==> src/rtl/switch_pkg.sv <==
// Shared constants and types for the switch address-table front end.
package switch_pkg;

  localparam int MAC_W         = 48;
  localparam int MAC_GROUP_BIT = 40;
  localparam logic [MAC_W-1:0] BROADCAST_MAC = '1;

  typedef enum logic [1:0] {
    IDLE,
    ISSUE,
    CAPTURE,
    RESPOND
  } arb_state_t;

endpackage

==> src/rtl/address_table_arbiter_if.sv <==
// Request/response and address-table signals shared by the ingress ports and the arbiter.
interface address_table_arbiter_if
  import switch_pkg::*;
#(
  parameter int NUM_PORTS = 4
);
  localparam int PW = $clog2(NUM_PORTS);

  logic [NUM_PORTS-1:0]       req_valid_i;
  logic [NUM_PORTS*MAC_W-1:0] req_src_mac_i;
  logic [NUM_PORTS*MAC_W-1:0] req_dst_mac_i;
  logic [NUM_PORTS-1:0]       req_ready_o;
  logic [NUM_PORTS-1:0]       resp_valid_o;
  logic [PW-1:0]              resp_port_o;
  logic                       resp_flood_o;
  logic                       resp_drop_o;
  logic                       tbl_learn_req_o;
  logic [MAC_W-1:0]           tbl_learn_address_o;
  logic [PW-1:0]              tbl_learn_port_o;
  logic                       tbl_read_req_o;
  logic [MAC_W-1:0]           tbl_read_address_o;
  logic [PW-1:0]              tbl_read_port_i;
  logic                       tbl_read_port_valid_i;
  logic                       busy_o;

  modport slave (
    input  req_valid_i, req_src_mac_i, req_dst_mac_i,
    input  tbl_read_port_i, tbl_read_port_valid_i,
    output req_ready_o, resp_valid_o, resp_port_o, resp_flood_o, resp_drop_o,
    output tbl_learn_req_o, tbl_learn_address_o, tbl_learn_port_o,
    output tbl_read_req_o, tbl_read_address_o, busy_o
  );

  modport master (
    output req_valid_i, req_src_mac_i, req_dst_mac_i,
    output tbl_read_port_i, tbl_read_port_valid_i,
    input  req_ready_o, resp_valid_o, resp_port_o, resp_flood_o, resp_drop_o,
    input  tbl_learn_req_o, tbl_learn_address_o, tbl_learn_port_o,
    input  tbl_read_req_o, tbl_read_address_o, busy_o
  );

endinterface

==> src/rtl/address_table_arbiter_rr_arbiter.sv <==
// Combinational round-robin picker: first requester at or after ptr, wrapping at N.
module rr_arbiter #(
  parameter  int N  = 4,
  localparam int PW = (N > 1) ? $clog2(N) : 1
) (
  input  logic [N-1:0]  req,
  input  logic [PW-1:0] ptr,
  output logic [PW-1:0] grant_idx,
  output logic          any_req
);

  int unsigned idx;

  always_comb begin
    grant_idx = '0;
    any_req   = 1'b0;
    idx       = 0;
    for (int unsigned i = 0; i < N; i++) begin
      idx = 32'(ptr) + i;
      // wrap at N, not 2^PW, so non-power-of-two port counts stay in range
      if (idx >= N) idx = idx - N;
      if (!any_req && req[idx[PW-1:0]]) begin
        any_req   = 1'b1;
        grant_idx = idx[PW-1:0];
      end
    end
  end

endmodule

==> src/rtl/address_table_arbiter.sv <==
// Shares the MAC table learn/lookup ports among NUM_PORTS ingress parsers, one request per 4 cycles.
module address_table_arbiter
  import switch_pkg::*;
#(
  parameter int NUM_PORTS    = 4,
  parameter int LEARN_ENABLE = 1
) (
  input  logic clk,
  input  logic rst,
  address_table_arbiter_if.slave bus
);
  localparam int PW = $clog2(NUM_PORTS);

  arb_state_t state, state_nxt;

  logic [PW-1:0]        ptr, ptr_nxt, grant_q, grant_nxt, arb_idx;
  logic                 arb_any;
  logic [MAC_W-1:0]     src_q, src_nxt, dst_q, dst_nxt;
  logic [MAC_W-1:0]     src_arr [NUM_PORTS];
  logic [MAC_W-1:0]     dst_arr [NUM_PORTS];
  logic [NUM_PORTS-1:0] ready_q, ready_nxt, resp_valid_q, resp_valid_nxt;
  logic [PW-1:0]        resp_port_q, resp_port_nxt;
  logic                 flood_q, flood_nxt, drop_q, drop_nxt;
  logic                 learn_q, learn_nxt, read_q, read_nxt, busy_q, busy_nxt;

  for (genvar p = 0; p < NUM_PORTS; p++) begin : g_unpack
    assign src_arr[p] = bus.req_src_mac_i[p*MAC_W +: MAC_W];
    assign dst_arr[p] = bus.req_dst_mac_i[p*MAC_W +: MAC_W];
  end

  rr_arbiter #(.N(NUM_PORTS)) u_rr (
    .req       (bus.req_valid_i),
    .ptr       (ptr),
    .grant_idx (arb_idx),
    .any_req   (arb_any)
  );

  always_ff @(posedge clk or posedge rst) begin
    if (rst) begin
      state        <= IDLE;
      ptr          <= '0;
      grant_q      <= '0;
      src_q        <= '0;
      dst_q        <= '0;
      ready_q      <= '0;
      resp_valid_q <= '0;
      resp_port_q  <= '0;
      flood_q      <= 1'b0;
      drop_q       <= 1'b0;
      learn_q      <= 1'b0;
      read_q       <= 1'b0;
      busy_q       <= 1'b0;
    end else begin
      state        <= state_nxt;
      ptr          <= ptr_nxt;
      grant_q      <= grant_nxt;
      src_q        <= src_nxt;
      dst_q        <= dst_nxt;
      ready_q      <= ready_nxt;
      resp_valid_q <= resp_valid_nxt;
      resp_port_q  <= resp_port_nxt;
      flood_q      <= flood_nxt;
      drop_q       <= drop_nxt;
      learn_q      <= learn_nxt;
      read_q       <= read_nxt;
      busy_q       <= busy_nxt;
    end
  end

  // Outputs are the registered image of the state being entered, so strobes and
  // responses appear exactly in ISSUE and RESPOND.
  always_comb begin
    state_nxt      = state;
    ptr_nxt        = ptr;
    grant_nxt      = grant_q;
    src_nxt        = src_q;
    dst_nxt        = dst_q;
    ready_nxt      = '0;
    resp_valid_nxt = '0;
    resp_port_nxt  = '0;
    flood_nxt      = 1'b0;
    drop_nxt       = 1'b0;
    learn_nxt      = 1'b0;
    read_nxt       = 1'b0;
    case (state)
      IDLE: begin
        if (arb_any) begin
          grant_nxt          = arb_idx;
          src_nxt            = src_arr[arb_idx];
          dst_nxt            = dst_arr[arb_idx];
          ready_nxt[arb_idx] = 1'b1;
          learn_nxt          = (LEARN_ENABLE != 0) && !src_arr[arb_idx][MAC_GROUP_BIT];
          read_nxt           = !dst_arr[arb_idx][MAC_GROUP_BIT];
          state_nxt          = ISSUE;
        end
      end
      ISSUE: state_nxt = CAPTURE;
      CAPTURE: begin
        resp_valid_nxt[grant_q] = 1'b1;
        if (dst_q[MAC_GROUP_BIT] || !bus.tbl_read_port_valid_i) flood_nxt = 1'b1;
        else if (bus.tbl_read_port_i == grant_q)                drop_nxt  = 1'b1;
        else                                                    resp_port_nxt = bus.tbl_read_port_i;
        state_nxt = RESPOND;
      end
      RESPOND: begin
        ptr_nxt   = (grant_q == PW'(NUM_PORTS - 1)) ? '0 : grant_q + PW'(1);
        state_nxt = IDLE;
      end
      default: state_nxt = IDLE;
    endcase
    busy_nxt = (state_nxt != IDLE);
  end

  assign bus.req_ready_o         = ready_q;
  assign bus.resp_valid_o        = resp_valid_q;
  assign bus.resp_port_o         = resp_port_q;
  assign bus.resp_flood_o        = flood_q;
  assign bus.resp_drop_o         = drop_q;
  assign bus.tbl_learn_req_o     = learn_q;
  assign bus.tbl_learn_address_o = src_q;
  assign bus.tbl_learn_port_o    = grant_q;
  assign bus.tbl_read_req_o      = read_q;
  assign bus.tbl_read_address_o  = dst_q;
  assign bus.busy_o              = busy_q;

endmodule

==> src/flat_wrapper.sv <==
// flat-port wrapper written by rule: the top's interface ports become plain ports
module address_table_arbiter_flat import switch_pkg::*;
#(
  parameter int NUM_PORTS    = 4,
  parameter int LEARN_ENABLE = 1
)
  (clk, rst, bus_req_valid_i, bus_req_src_mac_i, bus_req_dst_mac_i, bus_tbl_read_port_i, bus_tbl_read_port_valid_i, bus_req_ready_o, bus_resp_valid_o, bus_resp_port_o, bus_resp_flood_o, bus_resp_drop_o, bus_tbl_learn_req_o, bus_tbl_learn_address_o, bus_tbl_learn_port_o, bus_tbl_read_req_o, bus_tbl_read_address_o, bus_busy_o);
  address_table_arbiter_if #(.NUM_PORTS(NUM_PORTS)) bus_i ();
  input  logic clk;
  input  logic rst;
  input wire logic [$bits(bus_i.req_valid_i)-1:0] bus_req_valid_i;
  input wire logic [$bits(bus_i.req_src_mac_i)-1:0] bus_req_src_mac_i;
  input wire logic [$bits(bus_i.req_dst_mac_i)-1:0] bus_req_dst_mac_i;
  input wire logic [$bits(bus_i.tbl_read_port_i)-1:0] bus_tbl_read_port_i;
  input wire logic [$bits(bus_i.tbl_read_port_valid_i)-1:0] bus_tbl_read_port_valid_i;
  output wire logic [$bits(bus_i.req_ready_o)-1:0] bus_req_ready_o;
  output wire logic [$bits(bus_i.resp_valid_o)-1:0] bus_resp_valid_o;
  output wire logic [$bits(bus_i.resp_port_o)-1:0] bus_resp_port_o;
  output wire logic [$bits(bus_i.resp_flood_o)-1:0] bus_resp_flood_o;
  output wire logic [$bits(bus_i.resp_drop_o)-1:0] bus_resp_drop_o;
  output wire logic [$bits(bus_i.tbl_learn_req_o)-1:0] bus_tbl_learn_req_o;
  output wire logic [$bits(bus_i.tbl_learn_address_o)-1:0] bus_tbl_learn_address_o;
  output wire logic [$bits(bus_i.tbl_learn_port_o)-1:0] bus_tbl_learn_port_o;
  output wire logic [$bits(bus_i.tbl_read_req_o)-1:0] bus_tbl_read_req_o;
  output wire logic [$bits(bus_i.tbl_read_address_o)-1:0] bus_tbl_read_address_o;
  output wire logic [$bits(bus_i.busy_o)-1:0] bus_busy_o;
  assign bus_i.req_valid_i = bus_req_valid_i;
  assign bus_i.req_src_mac_i = bus_req_src_mac_i;
  assign bus_i.req_dst_mac_i = bus_req_dst_mac_i;
  assign bus_i.tbl_read_port_i = bus_tbl_read_port_i;
  assign bus_i.tbl_read_port_valid_i = bus_tbl_read_port_valid_i;
  assign bus_req_ready_o = bus_i.req_ready_o;
  assign bus_resp_valid_o = bus_i.resp_valid_o;
  assign bus_resp_port_o = bus_i.resp_port_o;
  assign bus_resp_flood_o = bus_i.resp_flood_o;
  assign bus_resp_drop_o = bus_i.resp_drop_o;
  assign bus_tbl_learn_req_o = bus_i.tbl_learn_req_o;
  assign bus_tbl_learn_address_o = bus_i.tbl_learn_address_o;
  assign bus_tbl_learn_port_o = bus_i.tbl_learn_port_o;
  assign bus_tbl_read_req_o = bus_i.tbl_read_req_o;
  assign bus_tbl_read_address_o = bus_i.tbl_read_address_o;
  assign bus_busy_o = bus_i.busy_o;
  address_table_arbiter #(.NUM_PORTS(NUM_PORTS), .LEARN_ENABLE(LEARN_ENABLE)) u_core (.clk(clk), .rst(rst), .bus(bus_i));
endmodule
==> config.mk <==
export PLATFORM = sky130hd
export DESIGN_NAME = address_table_arbiter_flat
export DESIGN_NICKNAME = d
export VERILOG_FILES = /design/src/rtl/switch_pkg.sv /design/src/rtl/address_table_arbiter_if.sv /design/src/rtl/address_table_arbiter_rr_arbiter.sv /design/src/rtl/address_table_arbiter.sv /design/src/flat_wrapper.sv
export SDC_FILE = /design/constraint.sdc
export NUM_CORES = 1
export LEC_CHECK = 0
export BUFFER_PORTS_ARGS = -buffer_cell sky130_fd_sc_hd__buf_2
export CAP_MARGIN = 20
export CORE_AREA = 2 2 195 197
export CTS_CLUSTER_DIAMETER = 100
export DETAILED_ROUTE_END_ITERATION = 6
export DIE_AREA = 0 0 197 199
export GPL_TIMING_DRIVEN = 0
export PLACE_DENSITY = 0.43
export SYNTH_ARGS = -nofsm -noshare
export SYNTH_HDL_FRONTEND = slang
export SYNTH_SLANG_ARGS = --single-unit
==> constraint.sdc <==
create_clock -name clk -period 3.4 [get_ports clk]
set_clock_uncertainty 0.1 [all_clocks]
set_input_delay 0.17 -clock clk [delete_from_list [all_inputs] [get_ports clk]]
set_output_delay 0.17 -clock clk [all_outputs]
set_load 0.02 [all_outputs]
* Word-level counts from Yosys, hierarchy flattened
Cells that the tools add are included.
** Storage, ports and cells
- Input port bits :: 393
- Register bits after elaboration :: 117
- Output and inout port bits :: 113
** Cells by class
- Bitwise gates (word level) :: 1
- $lt $le $gt $ge :: 13
- Eq/ne operators :: 5
- Reductions and logical operators :: 15
- $add $sub $neg :: 8
- Muxes and demuxes :: 48
** Operators with widths (number)
- binary-select mux 48 bit (select 2 bit) :: 2
- two-way mux 48 bit :: 4
- two-way mux 2 bit :: 13
- two-way mux 1 bit :: 19
- less-than comparator 2 x 3 -> 1 bit, second input constant :: 6
- greater-or-equal comparator 3 bit, second input constant :: 4
- two-way mux 4 bit :: 3
- binary-select mux 1 bit (select 2 bit) :: 4
- case mux 2 bit (4 select lines) :: 1
- subtractor 2 x 1 -> 2 bit, second input constant :: 4
- adder 2 x 2 -> 3 bit, second input constant :: 2
- == test 2 bit, second input constant :: 3
- logical NOT 1 bit :: 6
- logical AND 1 bit :: 5
- demux 1 bit (select 2 bit) :: 2
- greater-or-equal comparator 2 x 1 -> 1 bit, second input constant :: 2
- adder 2 x 1 -> 3 bit, second input constant :: 1
- greater-or-equal comparator 2 x 3 -> 1 bit, second input constant :: 1
- inverter 2 -> 3 bit :: 1
- adder 2 x 1 -> 2 bit, second input constant :: 1
- == test 2 x 1 -> 1 bit, second input constant :: 1
- == test 2 bit :: 1
- logical NOT 2 bit :: 1
- AND reduction 2 bit :: 1
- other kinds (2) :: 2

* Depth between registers and ports, before layout
Gate-level depths: netlist of run 1.
- Depth after elaboration :: 21
- Mapped depth :: 8
- Depth with buffers taken out :: 5

* By module
Synthesis of run 1 repeated with hierarchy kept, for this count alone.
** Unflattened totals
- Cells, all modules :: 405
- Area, all modules :: 6771.5 µm²
** By module, submodules not included
- address_table_arbiter :: area each 6693.9 µm², instances 1, cells each 390
- rr_arbiter :: area each 77.6 µm², instances 1, cells each 15

* Worst setup path before layout of run 1
No wires, ideal clock.
- Kind :: register to register
- Start :: reg u_core.ptr[1]
- End :: reg u_core.src_q[0] (netlist: u_core.bus.tbl_learn_address_o[0])
- Period minus slack after synthesis :: 1811 ps
- Cell stages (with the launch flop) :: 8
- Path slack :: 1589 ps
- Library setup time :: 82 ps
- Arrival :: 1629 ps
- Required time :: 3218 ps
- Cells stage by stage :: dfrtp_1 > buf_2 > nand2b_1 > a21oi_2 > buf_4 > clkbuf_1 > o211ai_1 > a31oi_1
** On the way
- Cells in the longest elaborated chain, start to end :: 18
** RTL lines
- start, declared :: line address_table_arbiter.sv:16 : logic [PW-1:0] ptr, ptr_nxt, grant_q, grant_nxt, arb_idx;
- start signal, assigned :: line address_table_arbiter.sv:55 : ptr <= ptr_nxt;
- parallel branches: the longest is 18 deep, another holds adder 2 x 1 -> 3 bit
- end signal, assigned :: line address_table_arbiter.sv:57 : src_q <= src_nxt;
- end, declared :: line address_table_arbiter.sv:18 : logic [MAC_W-1:0] src_q, src_nxt, dst_q, dst_nxt;
Parallel ways; which one is timed is not known. The select of a mux whose other input is x is not followed.
A chain may end at the register's enable or synchronous reset.

* Worst setup path in the final report of run 1
- Start :: reg u_core.ptr[0]
- End :: reg u_core.dst_q[27] (netlist: u_core.bus.tbl_read_address_o[27])
** On the way
- Cells in the longest elaborated chain, start to end :: 18
** RTL lines
- parallel branches: the longest is 18 deep, another holds adder 2 x 1 -> 3 bit
- end signal, assigned :: line address_table_arbiter.sv:58 : dst_q <= dst_nxt;
- end, declared :: line address_table_arbiter.sv:18
Parallel ways; which one is timed is not known. The select of a mux whose other input is x is not followed.

==> results of run 1 <==
[registers in the layout, indices dropped and copies added, names as in the netlist]
| register | count |
|---|---|
| u_core.bus.busy_o | 1 |
| u_core.bus.req_ready_o | 4 |
| u_core.bus.resp_drop_o | 1 |
| u_core.bus.resp_flood_o | 1 |
| u_core.bus.resp_port_o | 2 |
| u_core.bus.resp_valid_o | 4 |
| u_core.bus.tbl_learn_address_o | 48 |
| u_core.bus.tbl_learn_port_o | 2 |
| u_core.bus.tbl_learn_req_o | 1 |
| u_core.bus.tbl_read_address_o | 48 |
| u_core.bus.tbl_read_req_o | 1 |
| u_core.ptr | 2 |
| u_core.state | 2 |
[worst paths after layout]
| check | depth (start not counted) | from | to | slack [ns] |
|---|---|---|---|---|
| min reg2reg | 2 | u_core.bus.tbl_read_address_o[25] | u_core.bus.tbl_read_address_o[25] | 0.45 |
| max in group asynchronous | 4 | rst | u_core.bus.tbl_read_address_o[39] | 2.19 |
| max reg2reg | 8 | u_core.ptr[0] | u_core.bus.tbl_read_address_o[27] | 0.21 |
| min | 3 | bus_req_src_mac_i[191] | u_core.bus.tbl_learn_address_o[47] | 0.03 |
| max | 8 | u_core.ptr[0] | u_core.bus.tbl_read_address_o[27] | 0.21 |
| min in group asynchronous | 3 | rst | u_core.bus.tbl_learn_address_o[24] | 0.24 |
[cell usage after synthesis, drive strengths merged]
| master | instances | area, um^2 |
|---|---|---|
| and2 | 7 | 43.79 |
| a21oi | 52 | 264.0 |
| a21o | 3 | 22.52 |
| o21bai | 1 | 7.510 |
| xnor2 | 2 | 17.52 |
| and4 | 1 | 8.760 |
| o211ai | 96 | 720.7 |
| or4 | 1 | 11.26 |
| mux2 | 2 | 26.27 |
| a22oi | 96 | 720.7 |
| buf | 31 | 181.4 |
| and4b | 1 | 10.01 |
| nand2 | 6 | 25.03 |
| nor3 | 2 | 10.01 |
| and3 | 51 | 319.1 |
| or2 | 2 | 12.52 |
| dfrtp | 117 | 2928 |
| o22ai | 3 | 18.77 |
| nand2b | 1 | 6.260 |
| nor2 | 101 | 379.1 |
| a211o | 1 | 8.760 |
| a221oi | 2 | 35.04 |
| nor2b | 2 | 12.51 |
| o21a | 1 | 7.510 |
| clkbuf | 77 | 289.0 |
| a21boi | 1 | 7.510 |
| a31oi | 96 | 600.6 |
| ha | 7 | 87.58 |
| inv | 9 | 33.78 |
| o21ai | 3 | 15.01 |
| a41oi | 49 | 429.2 |
[per-stage QoR]
stage                     setup WS [ns]  TNS [ns]  power (uW)  std cells
after floorplan                 0.02923         0        5921        824
after global placement           -2.058   -238.93        8237       1801
after detailed placement         0.1349         0        8275       1803
after CTS                       0.02781         0       11520       2049
after global routing           0.004363         0       12240       2054
final                            0.2147         0       11470       2055
[what timing repair did]
item                                   CTS  global route
setup endpoints to repair                0            19
hold buffers                           214             0
endpoints found under the hold margin  155             0
resized for setup                        0             8
[cell type report]
cell class                 count  area (um^2)
multi-input combinational    590         3831
clock buffer                  19        442.9
antenna                        6        15.01
timing repair buffer         719         4698
fill                        4024        23930
sequential                   117         2928
tap                          474        593.1
clock inverter                13        181.4
inverter                       9        38.79
buffer                       108        474.2
[power breakdown]
group / switching, uW / internal, uW / leakage, uW
clock: 748 / 1240 / 0.000291
combinational: 4040 / 2960 / 0.00428
sequential: 394 / 2080 / 0.00135
total: 5190 / 6280 / 0.00592
[routing by layer]
metal	GRT usage, %	share of wire (%)
met1	27.80	43
met2	37.87	49
met3	4.595	5.7
met4	7.380	2.2
met5	0	0.058
[worst reg2reg max path: cells and delay by family, from the launching register on]
kind / cells / cell delay [ns]
AO/OA/AOI/OAI: 3 / 0.55
flip-flops: 1 / 0.42
buffers and inverters: 5 / 2.05
[cells by family (layout without fill, tap and decap cells)]
logic type / count (synthesis) / after routing / synth area share, %
fa+ha+maj: 7 / 7 / 1.206
other cells: 0 / 6 / 0
mux: 2 / 2 / 0.3619
flops: 117 / 117 / 40.33
compound gates: 404 / 404 / 39.37
xor+xnor: 2 / 2 / 0.2413
buf+inv: 117 / 868 / 6.946
simple gates: 175 / 175 / 11.55
==> results.txt, run 1 <==
----------------------------------------------------
[Clocking]
  Clock Latency Late Sink ... between 0.4 and 0.5 ns
  CTS tree ... built
  Inserted Clock Buffers ... 17
  Count of buffers added by post-CTS timing repair for setup ... 0
  Master cell of the clock root buffer ... sky130_fd_sc_hd__clkbuf_16
  CTS H-Tree Depth ... 4
  Sinks on the clock net ... between 100 and 150
  Number of buffers on the longest clock path ... 2
  Post-CTS clock slew at the launch and capture registers of the worst setup and hold paths ... around 0.060 ns

[Floorplanning]
  Die Outline Area ... 0.03920 mm^2
  Ports placed on the boundary ... 506
  Vert. Die Dim ... between 150 and 200 um
  Starting density of the core ... about a fifth
  Placeable core region ... about 0.037 mm^2
  Standard-cell rows ... 71
  Width of the die ... 197 um

[Job]
  Number of maximum-capacitance constraint violations ... 0

[Setup path]
  CP most frequent cell ... sky130_fd_sc_hd__clkbuf_1
  Cells traversed along the worst timing path ... inv_1, o21a_1, clkbuf_1, buf_2, clkbuf_1, o211ai_1, a31oi_1, dlygate4sd3_1
  Startpoint kind of the worst setup timing path ... flop
  Slowest cell delay on critical path ... around 0.55 ns
  Endpoint kind of the worst setup timing path ... flop
  Family with the most delay on the worst path ... buffers and inverters
  Data arrival time of the worst path ... around 3.5 ns
  Critical Setup Path Class ... flop to flop
  Worst EP required ... around 3.7 ns
  Slowest CP cell ... sky130_fd_sc_hd__dlygate4sd3_1
  CP bufs+invs ... 5
  Crit Path Max Fanout ... 10

[Synthesis]
  Flop and latch count out of synthesis ... 117
  Proportion of synthesized chip area in sequential cells ... 40.33%
  Post-Syn Nets ... about 1200
  Post-synth design cell area ... roughly 0.0073 mm^2
  Average cell area after synthesis ... between 8 and 9 um^2
  Gate count after technology mapping ... 824
  Yosys warnings ... 0
  Count of unique library cells instantiated by Yosys ... 40

[Finish]
  Fin area ... 0.01320 mm^2
  Highest-count cells in the layout ignoring fill and taps ... 522 x sky130_fd_sc_hd__buf_2, 214 x sky130_fd_sc_hd__dlygate4sd3_1, 117 x sky130_fd_sc_hd__dfrtp_1
  Synth-to-Final Area Change ... 81.87%
  Utilization after layout ... 35.56%
  Commonest non-fill, non-tap cell in the layout ... sky130_fd_sc_hd__buf_2
  Share of final-layout standard cells stronger than drive strength 1 ... a little over a third
  Final layout net count ... just under 2000

[Timing]
  Time the worst path needs with I/O delays and setup ... around 3.2 ns
  Fraction of the cycle the final worst path needs ... between 90% and 100%
  Max frequency ... around 310 MHz
  Final Slew Violations ... 0
  Unrepaired setup endpoints after global routing ... no
  Count of final setup violators ... 0
  Worst hold slack after final layout ... roughly 0.027 ns
  Rel. slew slack ... 40.87%
  Transition at the pin with the smallest max-transition slack ... 0.8870 ns
  Final Hold Viols ... 0

[GRT]
  Maximum number of pins on one net before global-route repair ... 65
  First-pass GRT wire length ... about 64000 um
  Vias in the first global route ... 10440
  Antenna violations before repair ... 8
  Global route total overflow ... 0
  Global-route usage over all layers ... 22.16%

[Detailed routing]
  Iteration-0 DRC Markers ... approximately 650
  Via count of the routed design ... about 10000
  Final routed wirelength across all metal layers ... between 40000 and 50000 um
  Residual DRC count ... 0
  WL/cell ... between 20 and 25 um
  Antenna Nets Post-Route ... 0
  Average via count per standard cell ... between 4 and 5
  Drt first pass iters ... 5

[Pwr]
  Largest vdd supply drop ... approximately 0.28 mV
  Power density of the placed cells ... 868.5 mW/mm^2
  Lkg Pwr ... ~0.0059 uW

[Outcome]
  Status ... completed

[Hold path]
  HP Class ... input pin to flop

[Placement]
  Count of buffers inserted at the top-level ports ... 503
  Area after DPL ... between 0.01 and 0.015 mm^2
  Gpl congestion ... just under 0.9
  Final HPWL from detailed placement ... ~34000 um

----------------------------------------------------
Power figures use the tool's default switching activity.
==> run 2, diff against run 1 <==
ABC_AREA = 1   (was default)
CORE_AREA = 2 2 197 199   (was 2 2 195 197)
DIE_AREA = 0 0 199 201   (was 0 0 197 199)
PLACE_DENSITY = 0.47   (was 0.43)
==> run 2 against run 1 <==
Compared with the run above:
- register-to-register slack gained 0.17 ns
- core utilization shrank 1.5 points
- first-iteration DRC count grew 20%
- sequential power shrank 4%
- largest cell class is now multi-input gates
==> results.txt, run 2 <==
----------------------------------------------------
[Finish]
  Final layout net count ... between 2000 and 2500
  Highest-count cells in the layout ignoring fill and taps ... 1013 x sky130_fd_sc_hd__nand2_1, 581 x sky130_fd_sc_hd__buf_2, 192 x sky130_fd_sc_hd__nand4_1
  # fillers ... 4392
  Share of final-layout standard cells stronger than drive strength 1 ... 30.89%
  Commonest non-fill, non-tap cell in the layout ... sky130_fd_sc_hd__nand2_1
  Synth-to-Final Area Change ... 43.86%

[Setup path]
  Launching instance or port of the critical path ... u_core.ptr[0]
  Crit Path Max Fanout ... 10
  Startpoint kind of the worst setup timing path ... flop
  Beginning of the worst register-to-register path ... u_core.ptr[0]
  Data arrival time of the worst path ... between 3 and 4 ns
  Endpoint kind of the worst setup timing path ... flop
  Worst EP required ... around 3.7 ns
  Depth of the worst register-to-register path ... 14
  Critical Setup Path Class ... flop to flop
  Reg-to-Reg End ... u_core.bus.tbl_read_req_o
  Setup slack on the worst flop-to-flop path ... between 0.3 and 0.4 ns

[Synthesis]
  Post-synthesis compound-gate area fraction ... less than 1%
  Post-synth design cell area ... roughly 0.0090 mm^2
  Most numerous cell types in the synthesized netlist ... 1013 x sky130_fd_sc_hd__nand2_1, 192 x sky130_fd_sc_hd__nand4_1, 117 x sky130_fd_sc_hd__dfrtp_1
  Post-Synth XOR/XNOR Area ... less than 1%
  Adder and majority cell fraction of the synthesized area ... 0.9699%
  Flop and latch count out of synthesis ... between 100 and 150
  Portion of netlist area occupied by mux cells ... 0%
  Average cell area after synthesis ... roughly 6 um^2
  Count of unique library cells instantiated by Yosys ... 24
  Ranking of synthesized cells by area ... sky130_fd_sc_hd__nand2_1 42%, sky130_fd_sc_hd__dfrtp_1 32%, sky130_fd_sc_hd__nand4_1 13%
  Post-synthesis simple-gate area fraction ... roughly 58%
  Number of synthesized flops with an enable pin ... 0
  Main combinational cell family by area after synthesis ... simple AND/OR/NAND/NOR gates
  Top cell type's share of synthesized area ... 42.11%
  Synth area leader ... sky130_fd_sc_hd__nand2_1
  Post-Syn Nets ... roughly 1900
  Most frequent cell after synthesis ... sky130_fd_sc_hd__nand2_1
  Proportion of synthesized chip area in sequential cells ... about a third
  Yosys warnings ... 0
  Primary FF master, synth ... sky130_fd_sc_hd__dfrtp_1
  Share of synthesized flip-flops with an asynchronous set or reset ... between 90% and 100%
  Gate count after technology mapping ... approximately 1500

[Pwr]
  Power share of the sequential group ... between 10% and 20%
  Switching power ... 10560 uW
  Fraction of power consumed by the clock network ... between 10 and 15%
  Share of total power consumed by net switching ... between 50 and 60%
  Total power after layout ... 18000 uW
  Internal power ... 7441 uW
  Part of the power in combinational logic ... 75.7%
  Power density of the placed cells ... 1385 mW/mm^2
  Lkg Pwr ... between 0.007 and 0.008 uW
  Largest vdd supply drop ... ~0.47 mV

[GRT]
  Antenna violations before repair ... 4
  Global-route usage over all layers ... 23.72%
  Global route total overflow ... 0
  First-pass GRT wire length ... around 71000 um
  Vias in the first global route ... 11840
  Maximum number of pins on one net before global-route repair ... 77

[Timing]
  Unrepaired setup endpoints after global routing ... no
  Time the worst path needs with I/O delays and setup ... roughly 3.0 ns
  Count of final setup violators ... 0
  Final Slew Violations ... 0
  Final Hold Viols ... 0
  Fraction of the cycle the final worst path needs ... 88.67%
  Rel. slew slack ... about a third
  Worst hold slack after final layout ... 0.02155 ns
  Max frequency ... around 330 MHz
  Transition at the pin with the smallest max-transition slack ... between 1 and 1.5 ns

[Clocking]
  Number of hold buffers added after CTS ... 11
  Number of buffers on the longest clock path ... 2
  Master cell of the clock root buffer ... sky130_fd_sc_hd__clkbuf_16
  Count of buffers added by post-CTS timing repair for setup ... 0
  Cells resized by post-CTS repair ... 0
  Inserted Clock Buffers ... 17
  Post-CTS clock slew at the launch and capture registers of the worst setup and hold paths ... approximately 0.06 ns
  Sinks on the clock net ... 117
  Clock Latency Late Sink ... between 0.4 and 0.5 ns
  CTS tree ... built
  CTS H-Tree Depth ... 4

[Floorplanning]
  Ports placed on the boundary ... a little over 500
  Width of the die ... between 150 and 200 um
  Die Outline Area ... 0.04000 mm^2
  Vert. Die Dim ... 201 um
  Placeable core region ... roughly 0.038 mm^2
  Starting density of the core ... a little under a quarter
  Standard-cell rows ... approximately 70

[Hold path]
  Worst hold path depth ... 7
  Hold-critical path endpoint ... u_core.bus.tbl_read_address_o[35]
  HP Class ... input pin to flop
  Launch point of the worst hold path ... bus_req_dst_mac_i[131]

[Placement]
  Final HPWL from detailed placement ... ~38000 um
  Count of buffers inserted at the top-level ports ... just over 500
  Gpl congestion ... 0.8825

[Detailed routing]
  Final routed wirelength across all metal layers ... 48490 um
  WL/cell ... roughly 19 um
  Iteration-0 DRC Markers ... between 700 and 800
  Antenna Nets Post-Route ... 0
  Average via count per standard cell ... 4.578
  Via count of the routed design ... about 12000
  Residual DRC count ... 0
  Drt first pass iters ... 5

[Outcome]
  Status ... completed

[Job]
  Number of maximum-capacitance constraint violations ... 0

----------------------------------------------------
-- run 2: critical path, cell delays in order, from the launching register on --
cell and delay, ns:
sky130_fd_sc_hd__dfrtp_1 0.36, sky130_fd_sc_hd__buf_4 0.17, sky130_fd_sc_hd__inv_4 0.11, sky130_fd_sc_hd__nand2_1 0.06, sky130_fd_sc_hd__nand2_1 0.11, sky130_fd_sc_hd__nand2_1 0.06
sky130_fd_sc_hd__nand2_1 0.12, sky130_fd_sc_hd__nor2_4 0.06, sky130_fd_sc_hd__nand3_4 0.10, sky130_fd_sc_hd__nand2_1 0.09, sky130_fd_sc_hd__inv_2 0.32, sky130_fd_sc_hd__clkbuf_1 0.50
sky130_fd_sc_hd__nand2_1 0.10, sky130_fd_sc_hd__nor2_1 0.11, sky130_fd_sc_hd__dlygate4sd3_1 0.54
-- run 2: metrics by stage --
| stage | worst slack (ns) | setup TNS [ns] | instances | util [%] | instance area [um^2] |
|---|---|---|---|---|---|
| floorplan | 0.02923 | 0 | 1523 | - | 9030 |
| global route | 0.1360 | 0 | 2593 | 34.09 | 12990 |
| finish | 0.3852 | 0 | 2593 | 34.09 | 12990 |
| detailed placement | 0.6613 | 0 | 2547 | 32.12 | 12240 |
| global placement | -1.876 | -218.00 | 2546 | 32.03 | 12210 |
| CTS | 0.3600 | 0 | 2590 | 34.07 | 12980 |
-- run 2: cell families after synthesis --
kind of cell	count (synthesis)
compound gates	7
fa+ha+maj	7
xor+xnor	2
flops	117
buf+inv	151
simple gates	1239
-- run 2: routing by layer --
layer / wire [um] / track usage, %
met1: 20860 / 29.93
met5: 11 / 0
met4: 1157 / 6.983
met3: 2882 / 4.519
met2: 23580 / 40.82
-- run 2: worst max path at each step --
stage | to | slack, ns | cells after the start
global route | u_core.bus.tbl_learn_req_o | 0.14 | 14
floorplan | u_core.bus.busy_o | 0.03 | 1
global placement | u_core.bus.tbl_read_address_o[7] | -1.88 | 2
detailed placement | u_core.bus.tbl_learn_address_o[47] | 0.66 | 16
CTS | u_core.bus.tbl_learn_req_o | 0.36 | 14
finish | u_core.bus.tbl_read_req_o | 0.39 | 14
-- run 2: layout make-up --
class	count	area [um^2]	area share (%)
multi-input cells	1255	5344	41.14
flip-flops and latches	117	2928	22.54
repair buffers	517	2665	20.52
plain buffers	127	665.6	5.124
well taps	518	648.1	4.989
clock buffers	21	460.4	3.545
clock inverters	11	173.9	1.339
inverters	24	97.59	0.7513
diodes	3	7.507	0.05779
-- run 2: power groups by stage --
stage,logic (uW),registers [uW],clock network (uW)
CTS,13800,2390,2030
floorplan,8410,3070,0
global placement,13700,2390,0
finish,13600,2390,1980
detailed placement,13700,2400,0
global route,15300,2470,2100
